<file path="src/rtl/t_pulse_gen_pkg.sv">
// Shared definitions for the push-button pulse generator: FSM state
// encodings, edge-select constants and helpers that decode the edge select.
package t_pulse_gen_pkg;

    // Debounce FSM states; encodings are fixed so other stages can decode them.
    typedef enum logic [1:0] {
        IDLE_LO = 2'd0,
        WAIT_HI = 2'd1,
        IDLE_HI = 2'd2,
        WAIT_LO = 2'd3
    } pg_state_t;

    // Which accepted edge produces a toggle pulse.
    localparam int unsigned EDGE_RISE = 0;
    localparam int unsigned EDGE_FALL = 1;
    localparam int unsigned EDGE_BOTH = 2;

    // True when an accepted press (0->1) must emit a pulse.
    function automatic logic pulse_on_rise(input int unsigned sel);
        return (sel == EDGE_RISE) || (sel == EDGE_BOTH);
    endfunction

    // True when an accepted release (1->0) must emit a pulse.
    function automatic logic pulse_on_fall(input int unsigned sel);
        return (sel == EDGE_FALL) || (sel == EDGE_BOTH);
    endfunction

    // True for the states in which a candidate change is being qualified.
    function automatic logic is_wait(input pg_state_t st);
        return (st == WAIT_HI) || (st == WAIT_LO);
    endfunction

endpackage

</file>
<file path="src/rtl/t_pulse_gen_sync_ff.sv">
// Multi-stage flop chain bringing an asynchronous level into the clk domain.
// Reusable by any button-driven stage; the last stage is the only safe tap.
module sync_ff #(
    parameter int unsigned SYNC_STAGES = 2
) (
    input  logic clk,
    input  logic reset,
    input  logic d,
    output logic q
);

    logic [SYNC_STAGES-1:0] chain;

    // Shift the raw level through the chain; synchronous clear on reset.
    always_ff @(posedge clk) begin
        if (reset) begin
            chain <= '0;
        end else begin
            chain <= {chain[SYNC_STAGES-2:0], d};
        end
    end

    assign q = chain[SYNC_STAGES-1];

endmodule

</file>
<file path="src/rtl/t_pulse_gen.sv">
// Push-button front end for t_ff: synchronises a bouncing button, accepts a
// level change only after it has been stable long enough, and emits a single
// registered toggle pulse per accepted edge selected by EDGE_SEL.
module t_pulse_gen
    import t_pulse_gen_pkg::*;
#(
    parameter int unsigned DEBOUNCE_CYCLES = 50000,
    parameter int unsigned SYNC_STAGES     = 2,
    parameter int unsigned EDGE_SEL        = 0
) (
    input  logic clk,
    input  logic reset,
    input  logic btn_in,
    output logic t,
    output logic btn_level,
    output logic busy
);

    localparam int unsigned      CNT_W      = $clog2(DEBOUNCE_CYCLES + 1);
    localparam logic [CNT_W-1:0] CNT_MAX    = CNT_W'(DEBOUNCE_CYCLES);
    localparam logic [CNT_W-1:0] CNT_ONE    = CNT_W'(1);
    localparam logic             RISE_PULSE = pulse_on_rise(EDGE_SEL);
    localparam logic             FALL_PULSE = pulse_on_fall(EDGE_SEL);

    logic             s;
    pg_state_t        state, state_n;
    logic [CNT_W-1:0] cnt, cnt_n;
    logic             t_q, t_n;
    logic             level_q, level_n;
    logic             busy_q, busy_n;

    sync_ff #(
        .SYNC_STAGES(SYNC_STAGES)
    ) u_sync (
        .clk  (clk),
        .reset(reset),
        .d    (btn_in),
        .q    (s)
    );

    // State, stable counter and output registers; reset overrides everything.
    always_ff @(posedge clk) begin
        if (reset) begin
            state   <= IDLE_LO;
            cnt     <= '0;
            t_q     <= 1'b0;
            level_q <= 1'b0;
            busy_q  <= 1'b0;
        end else begin
            state   <= state_n;
            cnt     <= cnt_n;
            t_q     <= t_n;
            level_q <= level_n;
            busy_q  <= busy_n;
        end
    end

    // Next-state logic: a change commits only when s still differs on the
    // edge where cnt has reached DEBOUNCE_CYCLES; any flip, including one on
    // that commit edge, returns to the prior IDLE state without a pulse.
    always_comb begin
        state_n = state;
        cnt_n   = cnt;
        level_n = level_q;
        t_n     = 1'b0;
        case (state)
            IDLE_LO: begin
                if (s) begin
                    state_n = WAIT_HI;
                    cnt_n   = CNT_ONE;
                end
            end
            WAIT_HI: begin
                if (!s) begin
                    state_n = IDLE_LO;
                    cnt_n   = '0;
                end else if (cnt == CNT_MAX) begin
                    state_n = IDLE_HI;
                    cnt_n   = '0;
                    level_n = 1'b1;
                    t_n     = RISE_PULSE;
                end else begin
                    cnt_n = cnt + CNT_ONE;
                end
            end
            IDLE_HI: begin
                if (!s) begin
                    state_n = WAIT_LO;
                    cnt_n   = CNT_ONE;
                end
            end
            WAIT_LO: begin
                if (s) begin
                    state_n = IDLE_HI;
                    cnt_n   = '0;
                end else if (cnt == CNT_MAX) begin
                    state_n = IDLE_LO;
                    cnt_n   = '0;
                    level_n = 1'b0;
                    t_n     = FALL_PULSE;
                end else begin
                    cnt_n = cnt + CNT_ONE;
                end
            end
            default: begin
                state_n = IDLE_LO;
                cnt_n   = '0;
                level_n = 1'b0;
            end
        endcase
        busy_n = is_wait(state_n);
    end

    assign t         = t_q;
    assign btn_level = level_q;
    assign busy      = busy_q;

endmodule
</file>
<file path="config.mk">
export PLATFORM = sky130hd
export DESIGN_NAME = t_pulse_gen
export DESIGN_NICKNAME = d
export VERILOG_FILES = /design/src/rtl/t_pulse_gen_pkg.sv /design/src/rtl/t_pulse_gen_sync_ff.sv /design/src/rtl/t_pulse_gen.sv
export SDC_FILE = /design/constraint.sdc
export NUM_CORES = 1
export LEC_CHECK = 0
export CELL_PAD_IN_SITES_DETAIL_PLACEMENT = 1
export CELL_PAD_IN_SITES_GLOBAL_PLACEMENT = 1
export CORE_ASPECT_RATIO = 1.75
export CORE_MARGIN = 5
export CORE_UTILIZATION = 42
export DETAILED_ROUTE_END_ITERATION = 6
export GPL_TIMING_DRIVEN = 0
export PLACE_DENSITY = 0.77
export SYNTH_ARGS = -nofsm -noshare
export SYNTH_HDL_FRONTEND = slang
export SYNTH_SLANG_ARGS = --single-unit
</file>
<file path="constraint.sdc">
create_clock -name clk -period 2.42 [get_ports clk]
set_input_delay 0.242 -clock clk [delete_from_list [all_inputs] [get_ports clk]]
set_output_delay 0.242 -clock clk [all_outputs]
set_load 0.01 [all_outputs]
</file>
==> summary.txt, run 1 <==
STA
  – Worst Skew: approximately 0.0052 ns
  – # setup viols final: 0
  – Slew Viols, Final: 0
  – Slew @ Worst Pin: about 1.1 ns
  – Period utilisation layout: 92.1%
  – Unrepaired setup endpoints after global routing: false
  – Fmax: 0.449 GHz
  – Final Hold Viols: 0
  – Total negative slack: 0 ns
  – Slew Limit Headroom: about 27%
  – Period minus WS final: ~2.2 ns

Power
  – Pwr/cell area: approximately 560 mW/mm2
  – P_sw: roughly 0.00015 W
  – P_int: roughly 0.00053 W
  – Switching Fraction: ~22%
  – Leak: 0.412 nW
  – Power Total: 0.000678 W
  – Max VDD drop: about 0.38 mV
  – Reg power frac: about 55%
  – Combinational power share: around 4.9%
  – Clk network pwr share: about two fifths

Cells and area
  – Fin cells: ~170
  – N_diodes: 0
  – Fillcell total: around 320
  – Storage element area: ~440 um2
  – Area Growth Syn to Fin: 12.8%
  – Net count, final: around 150
  – Layout cells sized above 1: 6.99%
  – Fin util: 48.7%
  – Multi-input logic area: between 500 and 600 um2

Place
  – RePlAce Congestion: around 0.82
  – Final HPWL DP: around 2.2 mm
  – Port buffer count: 5
  – Placed cell count: ~170

Global route
  – Initial antenna violation count: 0
  – Top Usage Layer GRT: met2
  – Total grt overflow: 0
  – Tot GR Track Use: between 15 and 20%
  – Met1 usage: 16.9%
  – Global-route track usage on met3: 3.04%
  – Vias in the first global route: approximately 1,100
  – Largest net degree at the start of global routing: 13
  – First-pass GRT wire length: 4.76 mm
  – GR Util met2: between 30% and 40%

Logic synthesis
  – Syn_area_per_cell: 8.03 um2
  – Distinct cells, synth: 34
  – Post-synthesis net count: 139
  – Cell Area, Synth: approximately 0.0011 mm2
  – Yosys top cell by area: dfxtp_1
  – Number of synthesis warnings: 0
  – Seq/Total Area, Yosys: between 40 and 50%
  – Top cells by area, synth: dfxtp_1 41%, a21oi_1 5.6%, nand2_1 4.9%
  – Mapped Cells: ~130
  – Synth top area share: 40.9%
  – #FFs+latches synth: 22

Clock tree
  – Cts repair resizes: 0
  – H-tree Lvls: 1
  – Post-CTS Hold Buffers: 0
  – Clock slew seen by the registers of the worst setup and hold paths: about 0.080 ns
  – Inserted Clock Buffers: 3
  – CTS tree: built
  – Post-CTS setup repair buffer count: 0
  – Clock Latency Late Sink: roughly 0.27 ns
  – Clock sinks: 22
  – Clock root cell: clkbuf_8
  – Clock buffer depth: 2

Run
  – Max cap viols: 0

Die
  – Starting density of the core: approximately 43%
  – Height of the die: between 70 and 80 um
  – Die ar.: 0.00371 mm2
  – Num rows: 24
  – Die extent in x: slightly below 50 um
  – Total core area: approximately 0.0025 mm2
  – IO Pins: 6

Worst setup path
  – Reg-to-Reg End: cnt[8]
  – Startpoint type of the worst setup path: flip-flop
  – Worst r2r src: cnt[0]
  – Critical Path Sink Type: flip-flop
  – Crit path required time: 2.63 ns
  – Crit-path max FO: 10
  – Category of the most critical setup path: flip-flop to flip-flop
  – Arrival @ worst endpoint: 2.43 ns
  – Register-to-register setup slack: about 0.19 ns
  – Worst-case reg-to-reg path depth: 9

Hold path
  – HP Start: u_sync.chain[0]
  – Worst Hold Class: flip-flop to flip-flop
  – Hold Path Stages: 1
  – WHS Endpoint: u_sync.chain[1]

Route
  – First-pass detailed-route iteration total: 4
  – Total wire length: 2.89 mm
  – DR vias/cell: between 5 and 6
  – DR DRC count: 0
  – Via count: around 1,000
  – Routed wire per std cell: around 17 um
  – Post-route ant nets: 0
  – Starting DRT DRC Count: 49

Status
  – Status: finished clean
[stage by stage]
step / hold WS (ns) / worst slack (ns) / instance area, um2
final: 0.478 / 0.192 / 1210
after CTS: 0.487 / 0.209 / 1210
after detailed placement: 0.471 / 0.153 / 1160
after global routing: 0.499 / 0.0636 / 1210
after floorplan: 0.370 / 0.436 / 1080
after global placement: 0.464 / 0.238 / 1160
[cell type report]
class	count	area share, %
inverter	5	1.55
multi-input combinational	100	48.2
clock buffer	4	4.54
buffer	7	2.58
tap	26	2.68
sequential	22	36.3
timing repair buffer	5	4.12
[layout by cell type (no fill, tap or decap), drive strengths merged, types with 4 or more instances in the layout]
cell type and n:
o21ai 9, nand2 14, clkbuf 7, clkdlybuf4s50 5, nand4 4, nor3 7
inv 5, nand3 9, buf 4, dfxtp 22, a31oi 4, nor2 8
a21oi 12, or3 4
[routing by layer]
metal / vias up / share of wire [%]
li1: 497 / -
met4: 0 / 2.0
met5: - / 0
met1: 486 / 37
met2: 10 / 59
met3: 5 / 2.1
[worst max-delay path by stage]
stage / from / end / slack [ns] / cells past startpoint
2_1_floorplan: cnt[0] / cnt[15] / 0.44 / 9
3_3_place_gp: reset / cnt[4] / 0.24 / 5
3_5_place_dp: reset / cnt[4] / 0.15 / 5
4_1_cts: cnt[0] / cnt[8] / 0.21 / 9
5_1_grt: cnt[0] / cnt[8] / 0.06 / 9
6_report: cnt[0] / cnt[8] / 0.19 / 9
[flip-flops by register name (all words and copies together), names as in the netlist]
| signal | cells |
|---|---|
| state | 2 |
| u_sync.chain | 2 |
| btn_level | 1 |
| t | 1 |
| cnt | 16 |
[critical path, cell delays in order, from the launching register on]
cell and delay, ns:
dfxtp_1 0.41, inv_1 0.07, ha_1 0.20, nand4_1 0.08
and4b_1 0.19, buf_2 0.18, nor2_1 0.30, clkbuf_1 0.39
o21ai_0 0.16, a31oi_1 0.18
[power groups by stage]
stage / clock network [W] / logic (W) / registers, W
2_1_floorplan: 0 / 0.0000182 / 0.000379
3_5_place_dp: 0 / 0.0000335 / 0.000378
4_1_cts: 0.000282 / 0.0000336 / 0.000370
5_1_grt: 0.000299 / 0.0000371 / 0.000371
3_3_place_gp: 0 / 0.0000318 / 0.000378
6_report: 0.000276 / 0.0000329 / 0.000370
[cell usage after synthesis]
library cell	number
nand4_1	4
nand3b_1	1
o31ai_1	1
xnor2_1	2
nand3_1	9
nor2_1	8
clkbuf_1	3
nand2_1	14
nor4_1	2
inv_1	5
or2_1	1
dfxtp_1	22
a21oi_1	12
nand3b_2	1
a21o_1	1
a22oi_1	1
xor2_1	1
or4_1	1
xor2_2	1
nor2b_1	3
and4b_1	1
or3_1	4
o21a_1	1
a31oi_1	4
nor3_1	7
ha_1	2
buf_2	4
and3_1	3
nor4bb_1	1
and3b_1	1
o211ai_1	2
mux2i_1	1
o21ai_0	9
nor4b_1	1
[cells by family (layout without fill, tap and decap cells)]
family                   after synthesis  count (layout)  share of synthesized area (%)
buffers and inverters                 12              21                           4.65
multiplexers                           1               1                          0.930
XOR/XNOR                               4               4                           3.95
flip-flops                            22              22                           40.9
adder cells (fa/ha/maj)                2               2                           2.33
AND/OR/NAND/NOR                       62              62                           30.9
AO/OA/AOI/OAI                         31              31                           16.3
No activity file was read; power rests on OpenSTA's default activity.
==> run 2, diff against run 1 <==
Settings changed: MAX_ROUTING_LAYER set to met4.
==> summary.txt, run 2 (synthesized netlist as in run 1, its figures left out) <==
Status
  – Status: finished clean

Clock tree
  – Post-CTS Hold Buffers: 0 (unchanged)
  – H-tree Lvls: 1 (unchanged)
  – Clock slew seen by the registers of the worst setup and hold paths: 0.08 ns (about the same)
  – CTS tree: built
  – Clock Latency Late Sink: 0.27 ns (about the same)
  – Clock buffer depth: 2 (unchanged)
  – Clock root cell: clkbuf_8
  – Cts repair resizes: 0 (unchanged)
  – Post-CTS setup repair buffer count: 0 (unchanged)
  – Inserted Clock Buffers: 3 (unchanged)
  – Clock sinks: 22 (unchanged)

Worst setup path
  – Register-to-register setup slack: 0.20 ns (about the same)
  – Crit path required time: 2.63 ns (about the same)
  – Worst path bufs/invs: 3 (unchanged)
  – Category of the most critical setup path: flip-flop to flip-flop
  – Reg-to-Reg End: cnt[8]
  – Worst-case reg-to-reg path depth: 9 (unchanged)
  – Critical Path Sink Type: flip-flop
  – Crit-path max FO: 10 (unchanged)
  – Top cell family by delay on the critical path: buffers and inverters
  – Crit-path slowest cell: dfxtp_1
  – Arrival @ worst endpoint: 2.43 ns (about the same)
  – CP peak stage delay: 0.41 ns (about the same)
  – Startpoint type of the worst setup path: flip-flop
  – Worst r2r src: cnt[0]
  – CP Cell Sequence: inv_1 -> ha_1 -> nand4_1 -> and4b_1 -> buf_2 -> nor2_1 -> clkbuf_1 -> o21ai_0 -> a31oi_1

STA
  – Slew Limit Headroom: 25.3% (-1.6 points)
  – Slew Viols, Final: 0 (unchanged)
  – Period minus WS final: 2.22 ns (-0.00590 ns)
  – # setup viols final: 0 (unchanged)
  – Slew @ Worst Pin: 1.11 ns (+0.0231 ns)
  – Final Hold Viols: 0 (unchanged)
  – Worst Skew: 0.00439 ns (-0.000788 ns)
  – Period utilisation layout: 91.8% (-0.24 points)
  – Unrepaired setup endpoints after global routing: false
  – Total negative slack: 0 ns (unchanged)
  – Fmax: 0.450 GHz (+0.27%)

Cells and area
  – Net count, final: 149 (unchanged)
  – Area Growth Syn to Fin: 12.8% (unchanged)
  – Fin util: 48.7% (unchanged)
  – Most frequent cells in the layout: 22 x dfxtp_1, 14 x nand2_1, 12 x a21oi_1
  – Largest register FFs: 16 (unchanged)
  – Most common cell after layout, fill and taps aside: dfxtp_1
  – Top Registers: cnt x16, state x2, u_sync.chain x2
  – Fillcell total: 322 (unchanged)
  – Most flop-heavy register: cnt
  – Layout cells sized above 1: 6.99% (unchanged)
  – N_diodes: 0 (unchanged)

Route
  – Total wire length: 2.87 mm (-0.73%)
  – Starting DRT DRC Count: 50 (+2.0%)
  – Via count: 1,007 (+0.90%)
  – Post-route ant nets: 0 (unchanged)
  – DR DRC count: 0 (unchanged)
  – Routed wire per std cell: 17.0 um (-0.73%)
  – First-pass detailed-route iteration total: 4 (unchanged)
  – DR vias/cell: 5.96 (+0.90%)

Power
  – Max VDD drop: 0.373 mV (-0.88%)
  – Clk network pwr share: 40.5% (about the same)
  – Pwr/cell area: 558 mW/mm2 (-0.21%)
  – Reg power frac: 54.6% (about the same)
  – Combinational power share: 4.9% (about the same)
  – P_int: 0.000526 W (about the same)
  – Leak: 0.412 nW (unchanged)
  – P_sw: 0.000151 W (-0.94%)
  – Switching Fraction: 22.2% (-0.16 points)

Place
  – Port buffer count: 5 (unchanged)
  – Final HPWL DP: 2.23 mm (unchanged)
  – RePlAce Congestion: 0.828 (+1.5%)

Global route
  – Initial antenna violation count: 0 (unchanged)
  – Largest net degree at the start of global routing: 13 (unchanged)
  – Vias in the first global route: 1,070 (-0.37%)
  – Total grt overflow: 0 (unchanged)
  – Tot GR Track Use: 18.4% (+0.52 points)
  – First-pass GRT wire length: 4.79 mm (+0.57%)

Die
  – Num rows: 24 (unchanged)
  – Die ar.: 0.00371 mm2 (unchanged)
  – Starting density of the core: 43.2% (unchanged)
  – Die extent in x: 48.3 um (unchanged)
  – Total core area: 0.00249 mm2 (unchanged)
  – Height of the die: 77.0 um (unchanged)
  – IO Pins: 6 (unchanged)

Hold path
  – WHS Endpoint: u_sync.chain[1]
  – Hold Path Stages: 1 (unchanged)
  – Worst Hold Class: flip-flop to flip-flop
  – HP Start: u_sync.chain[0]

Run
  – Max cap viols: 0 (unchanged)
## run 2: cell counts in the layout (fill, tap and decap cells not counted)
No cell type changed its count.
## run 2: per-stage QoR
| stage | cells | hold WS, ns | power [W] | cell area [um2] | worst slack, ns |
|---|---|---|---|---|---|
| floorplan | 134 | 0.370 | 0.000397 | 1080 | 0.436 |
| global placement | 165 | 0.464 | 0.000410 | 1160 | 0.238 |
| detailed placement | 165 | 0.471 | 0.000412 | 1160 | 0.153 |
| CTS | 169 | 0.487 | 0.000685 | 1210 | 0.209 |
| global route | 169 | 0.499 | 0.000708 | 1210 | 0.0653 |
| finish | 169 | 0.477 | 0.000677 | 1210 | 0.198 |
## run 2: power groups by stage
stage               Combinational [W]  Clock (W)  Sequential (W)
CTS                         0.0000336   0.000282        0.000370
global route                0.0000371   0.000300        0.000371
global placement            0.0000318          0        0.000378
detailed placement          0.0000335          0        0.000378
finish                      0.0000330   0.000274        0.000370
floorplan                   0.0000182          0        0.000379
## run 2: worst max-delay path by stage
stage / to / from / slack [ns] / cells after the start
after CTS: cnt[8] / cnt[0] / 0.21 / 9
after global routing: cnt[8] / cnt[0] / 0.07 / 9
final: cnt[8] / cnt[0] / 0.20 / 9
after detailed placement: cnt[4] / reset / 0.15 / 5
after global placement: cnt[4] / reset / 0.24 / 5
after floorplan: cnt[15] / cnt[0] / 0.44 / 9
## run 2: final cells by class
class                      instances  area [um2]  share of cell area (%)
sequential                        22         440                    36.3
tap                               26        32.5                    2.68
buffer                             7        31.3                    2.58
inverter                           5        18.8                    1.55
clock buffer                       4        55.1                    4.54
timing repair buffer               5        50.0                    4.12
multi-input combinational        100         586                    48.2
## run 2: routing by layer
metal	track usage [%]	part of all wire, %
met1	17.3	36
met2	33.1	59
met3	2.81	2.2
met4	8.09	2.1
met5	-	0
==> patch 1, RTL diff (flow settings as in run 2) <==
Re-encode `pg_state_t` (4 states) as Gray code, 2 bits wide.
--- a/src/rtl/t_pulse_gen_pkg.sv
+++ b/src/rtl/t_pulse_gen_pkg.sv
@@ -6,6 +6,6 @@
     typedef enum logic [1:0] {
-        IDLE_LO = 2'd0,
-        WAIT_HI = 2'd1,
-        IDLE_HI = 2'd2,
-        WAIT_LO = 2'd3
+        IDLE_LO = 2'b00,
+        WAIT_HI = 2'b01,
+        IDLE_HI = 2'b11,
+        WAIT_LO = 2'b10
     } pg_state_t;
Behaviour: no difference found for any inputs over 10 cycles, from zero or initial values and one cycle with reset high; not proved beyond that.
==> patch 1 against run 2 <==
  * Area after synthesis rose by 22%
  * Final area rose by 21%
  * Worst setup slack got worse by 24 ps
  * Routed wire length rose by 12%
  * Power fell by 3.3%
  * Clock skew fell by 1.4 ps
  * Via count rose by 12%
  * Sequential cell count rose by 1
  * Sequential power rose by 4%
  * Critical endpoint is now cnt[14]$_SDFFE_PP0P_
  * Critical path type unchanged
  * Synthesized cell count rose by 12%
  * Final cell count rose by 20%
==> patch 1: results (changes against run 2) <==
Setup path
  – RR Endpoint: cnt[14]$_SDFFE_PP0P_
  – CP delay by family, top: simple AND/OR/NAND/NOR gates
  – Worst R2R Start: state[0]$_SDFF_PP0_
  – Max FO, Critical Path: 8 (-2)
  – FF-to-FF setup slack: 170 ps (-20 ps)

Logic synthesis
  – Most instantiated cells after synthesis: dfxtp_1, nor2_1, a21oi_1, inv_1
  – Synth Area in XOR/XNOR: 5.318% (+1.4 points)
  – Unique masters post-synth: 43 (+26%)
  – FF+latch count, synth: 23 (+4.5%)
  – Compound-Gate Fraction of Synth Area: 15.19% (-1.1 points)
  – Main area contributors after synthesis: dfxtp_1, ha_1, a21oi_1, nor2_1, xor2_1
  – Syn_nets: 160 (+15%)
  – Synth Area in Adders: 6.648% (+4.3 points)
  – Post-synthesis sequential area ratio: 34.95% (-6.0 points)
  – Mean Syn Cell Area: 8.783 um2 (+9.4%)

Routing
  – Number of DRC markers in iteration 0: 8 (-84%)
  – DR WL met2: 1904 um (+12%)
  – Wire length on met3: 43 um (-31%)
  – TritonRoute pass-1 iters: 3 (-1)
  – Vias/cell: 5.599 (-6.0%)

GRT
  – Aggregate global-route resource usage: 16.95% (-1.5 points)
  – First-pass GRT wire length: 5616 um (+17%)

Cells and area
  – Clock-cell share: 3.072% (-1.5 points)
  – Multi-input gates: 114 (+14%)
  – Filler cell count: 365 (+13%)
  – Ratio of cells with drive above 1 in the final layout: 9.434% (+2.4 points)
  – Sequential share of cell area: 31.40% (-4.9 points)
  – Util after Layout: 47.70% (-0.99 points)
  – Non-clock buffers, area share: 5.119% (-1.6 points)
  – Multi-input logic portion of the cell area: 54.69% (+6.4 points)
  – Fin nets: 170 (+14%)
  – Logic inverters: 8 (+3)

Placed design
  – Placed insts: 198 (+20%)
  – Final Wtd Congestion: 0.7809 (-5.7%)
  – Post-Place Worst Slack: 183.5 ps (+30.30 ps)
  – Area after DPL: 1421 um2 (+23%)
  – Post-DP HPWL: 2527 um (+13%)

Run status
  – Status: finished, final reports clean

Timing
  – Worst rel slew slack: 64.60% (+39 points)
  – Min Hold Slack: 451.8 ps (-25.55 ps)
  – Worst Skew: 3.035 ps (-1.351 ps)

Pwr
  – Static leakage: 0.4974 nW (+21%)
## patch 1: cell types whose count changed in the layout (fill, tap and decap cells not counted), sizes merged, moves of 3 or more
cell / delta
nor4b: +3
nor2: +11
nor3: -4
a31oi: -3
inv: +3
xor2: +3
nand2: -7
ha: +5
a21oi: +3
## patch 1: where the power goes
| part | internal (mW) | leakage [nW] | total (mW) | switching (mW) |
|---|---|---|---|---|
| clock | 0.118 | 0.0228 | 0.239 | 0.122 |
| combinational | 0.0122 | 0.289 | 0.0322 | 0.0199 |
| sequential | 0.381 | 0.186 | 0.383 | 0.00192 |
## patch 1: logic make-up (layout without fill, tap and decap cells)
| logic type | after synthesis | after routing |
|---|---|---|
| AO/OA/AOI/OAI | 32 | 32 |
| XOR/XNOR | 8 | 8 |
| adder cells (fa/ha/maj) | 7 | 7 |
| buffers and inverters | 13 | 22 |
| flip-flops | 23 | 23 |
| multiplexers | 3 | 3 |
| AND/OR/NAND/NOR | 64 | 64 |
## patch 1: how the worst max path moves through the flow
stage	endpoint	start	slack (ps)	cells past startpoint
floorplan	cnt[14]$_SDFFE_PP0P_	state[0]$_SDFF_PP0_	540	7
global placement	cnt[10]$_SDFFE_PP0P_	state[0]$_SDFF_PP0_	300	7
detailed placement	cnt[14]$_SDFFE_PP0P_	state[0]$_SDFF_PP0_	180	7
CTS	cnt[14]$_SDFFE_PP0P_	state[0]$_SDFF_PP0_	170	7
global route	cnt[14]$_SDFFE_PP0P_	state[0]$_SDFF_PP0_	40	7
finish	cnt[14]$_SDFFE_PP0P_	state[0]$_SDFF_PP0_	170	7
## patch 1: layer usage
metal | vias up | global-route usage (%)
met2 | 8 | 31.45
met1 | 565 | 16.78
met5 | - | -
met4 | 0 | 7.209
li1 | 551 | -
met3 | 7 | 1.789
==> patch 2, RTL diff (flow settings as in run 2) <==
Without the edit above. Change the parameter `DEBOUNCE_CYCLES` from 50000 to 25000.
--- a/src/rtl/t_pulse_gen.sv
+++ b/src/rtl/t_pulse_gen.sv
@@ -6,3 +6,3 @@
 #(
-    parameter int unsigned DEBOUNCE_CYCLES = 50000,
+    parameter int unsigned DEBOUNCE_CYCLES = 25000,
     parameter int unsigned SYNC_STAGES     = 2,
Check against the original RTL: no difference found for any inputs over 10 cycles, from zero or initial values and one cycle with reset high; that may be too few to reach the edited logic, so the function may still have changed.
==> patch 2 against run 2 <==
  * Routed wire length is 9.4% lower
  * Sequential cell count stayed put
  * Sequential power hardly changed
  * Global-route usage is 1.9 points lower
  * Final area is 2.7% lower
  * Power is 5.6% lower
  * Worst setup slack better by 37 ps
  * Final cell count is 12% lower
  * Die area is 1.5% lower
  * Area after synthesis is 1.7% lower
  * Via count is 12% lower
==> patch 2: results (changes against run 2) <==
Logic synthesis
  – Synth Flop Type: dfxtp_1
  – Mean Syn Cell Area: 9.274 um2 (+15%)
  – Most instantiated cells after synthesis: dfxtp_1, o21ai_0, nor3_1, xor2_1, inv_1
  – Post-synthesis sequential area ratio: 41.66% (+0.73 points)
  – Syn_nets: 119 (-14%)

Timing
  – Worst slew pin tran: 590.7 ps (-520.6 ps)
  – F_max: 457.7 MHz (+1.7%)
  – Min Hold Slack: 459.2 ps (-18.17 ps)
  – Worst Skew: 8.998 ps (+4.613 ps)

Cells and area
  – Ratio of cells with drive above 1 in the final layout: 9.016% (+2.0 points)
  – Fin nets: 129 (-13%)
  – Largest regs: cnt x15, state x2, u_sync.chain x2

Placed design
  – Final Wtd Congestion: 0.7559 (-8.8%)
  – Post-Place Worst Slack: 320.7 ps (+167.6 ps)
  – Placed insts: 145 (-12%)
  – Post-DP HPWL: 1899 um (-15%)
  – Area after DPL: 1140 um2 (-1.6%)

Setup path
  – Reg2reg path depth: 7 (-2)
  – CP arrival: 2310 ps (-120 ps)

GRT
  – Aggregate global-route resource usage: 16.50% (-1.9 points)
  – Met2 Usage GRT: 29.18% (-3.9 points)
  – Grt met1 use: 16.71% (-0.60 points)
  – First-pass GRT wire length: 4243 um (-11%)
  – Largest net degree at the start of global routing: 12 (-1)
  – Vias in the first global route: 939 (-12%)
  – Met3 capacity usage during global routing: 2.128% (-0.68 points)

Routing
  – TritonRoute pass-1 iters: 3 (-1)
  – DR WL met2: 1433 um (-16%)
  – Number of DRC markers in iteration 0: 36 (-28%)
  – M1 WL: 1037 um (-0.38%)
  – Wire length on met3: 60 um (-3.2%)

Pwr
  – Static leakage: 0.3894 nW (-5.4%)

Run status
  – Status: finished, final reports clean
-- patch 2: cell types whose count changed in the layout (fill, tap and decap cells not counted), moves of 3 or more --
| cell | change |
|---|---|
| o2111ai_1 | +3 |
| buf_2 | -4 |
| a211oi_1 | +3 |
| and2_1 | +3 |
| nand3_1 | -6 |
| nor2_1 | -3 |
| and4_1 | +3 |
| nand2_1 | -11 |
| xor2_1 | +6 |
| a21oi_1 | -10 |
-- patch 2: cell type report --
class                      instances  area [um2]
timing repair buffer               5       50.05
multi-input combinational         81       564.3
buffer                             5       30.03
clock buffer                       3       41.29
tap                               26       32.53
fill                             301        1281
inverter                           6       22.52
sequential                        22       440.4
-- patch 2: final timing paths --
kind                           endpoint                        from
max                 cnt[2]$_SDFFE_PP0P_         cnt[0]$_SDFFE_PP0P_
min          u_sync.chain[1]$_SDFF_PP0_  u_sync.chain[0]$_SDFF_PP0_
max reg2reg         cnt[2]$_SDFFE_PP0P_         cnt[0]$_SDFFE_PP0P_
min reg2reg  u_sync.chain[1]$_SDFF_PP0_  u_sync.chain[0]$_SDFF_PP0_
-- patch 2: logic make-up (layout without fill, tap and decap cells) --
family | count (synthesis) | after routing | share of synthesized area (%)
XOR/XNOR | 8 | 8 | 7.338
flip-flops | 22 | 22 | 41.66
AO/OA/AOI/OAI | 27 | 27 | 18.58
adder cells (fa/ha/maj) | 2 | 2 | 2.366
AND/OR/NAND/NOR | 44 | 44 | 25.09
buffers and inverters | 11 | 19 | 4.970
-- patch 2: report_power, final --
group | internal (mW) | switching (mW)
Clock | 0.111 | 0.119
Combinational | 0.0148 | 0.0223
Sequential | 0.367 | 0.00456
-- patch 2: worst max-delay path, stage by stage (launching register included) --
cell	delay [ps]
dfxtp_1	350
inv_1	70
ha_1	160
nor4b_1	360
nand4_1	310
a21oi_1	450
buf_4	260
nor3_1	70
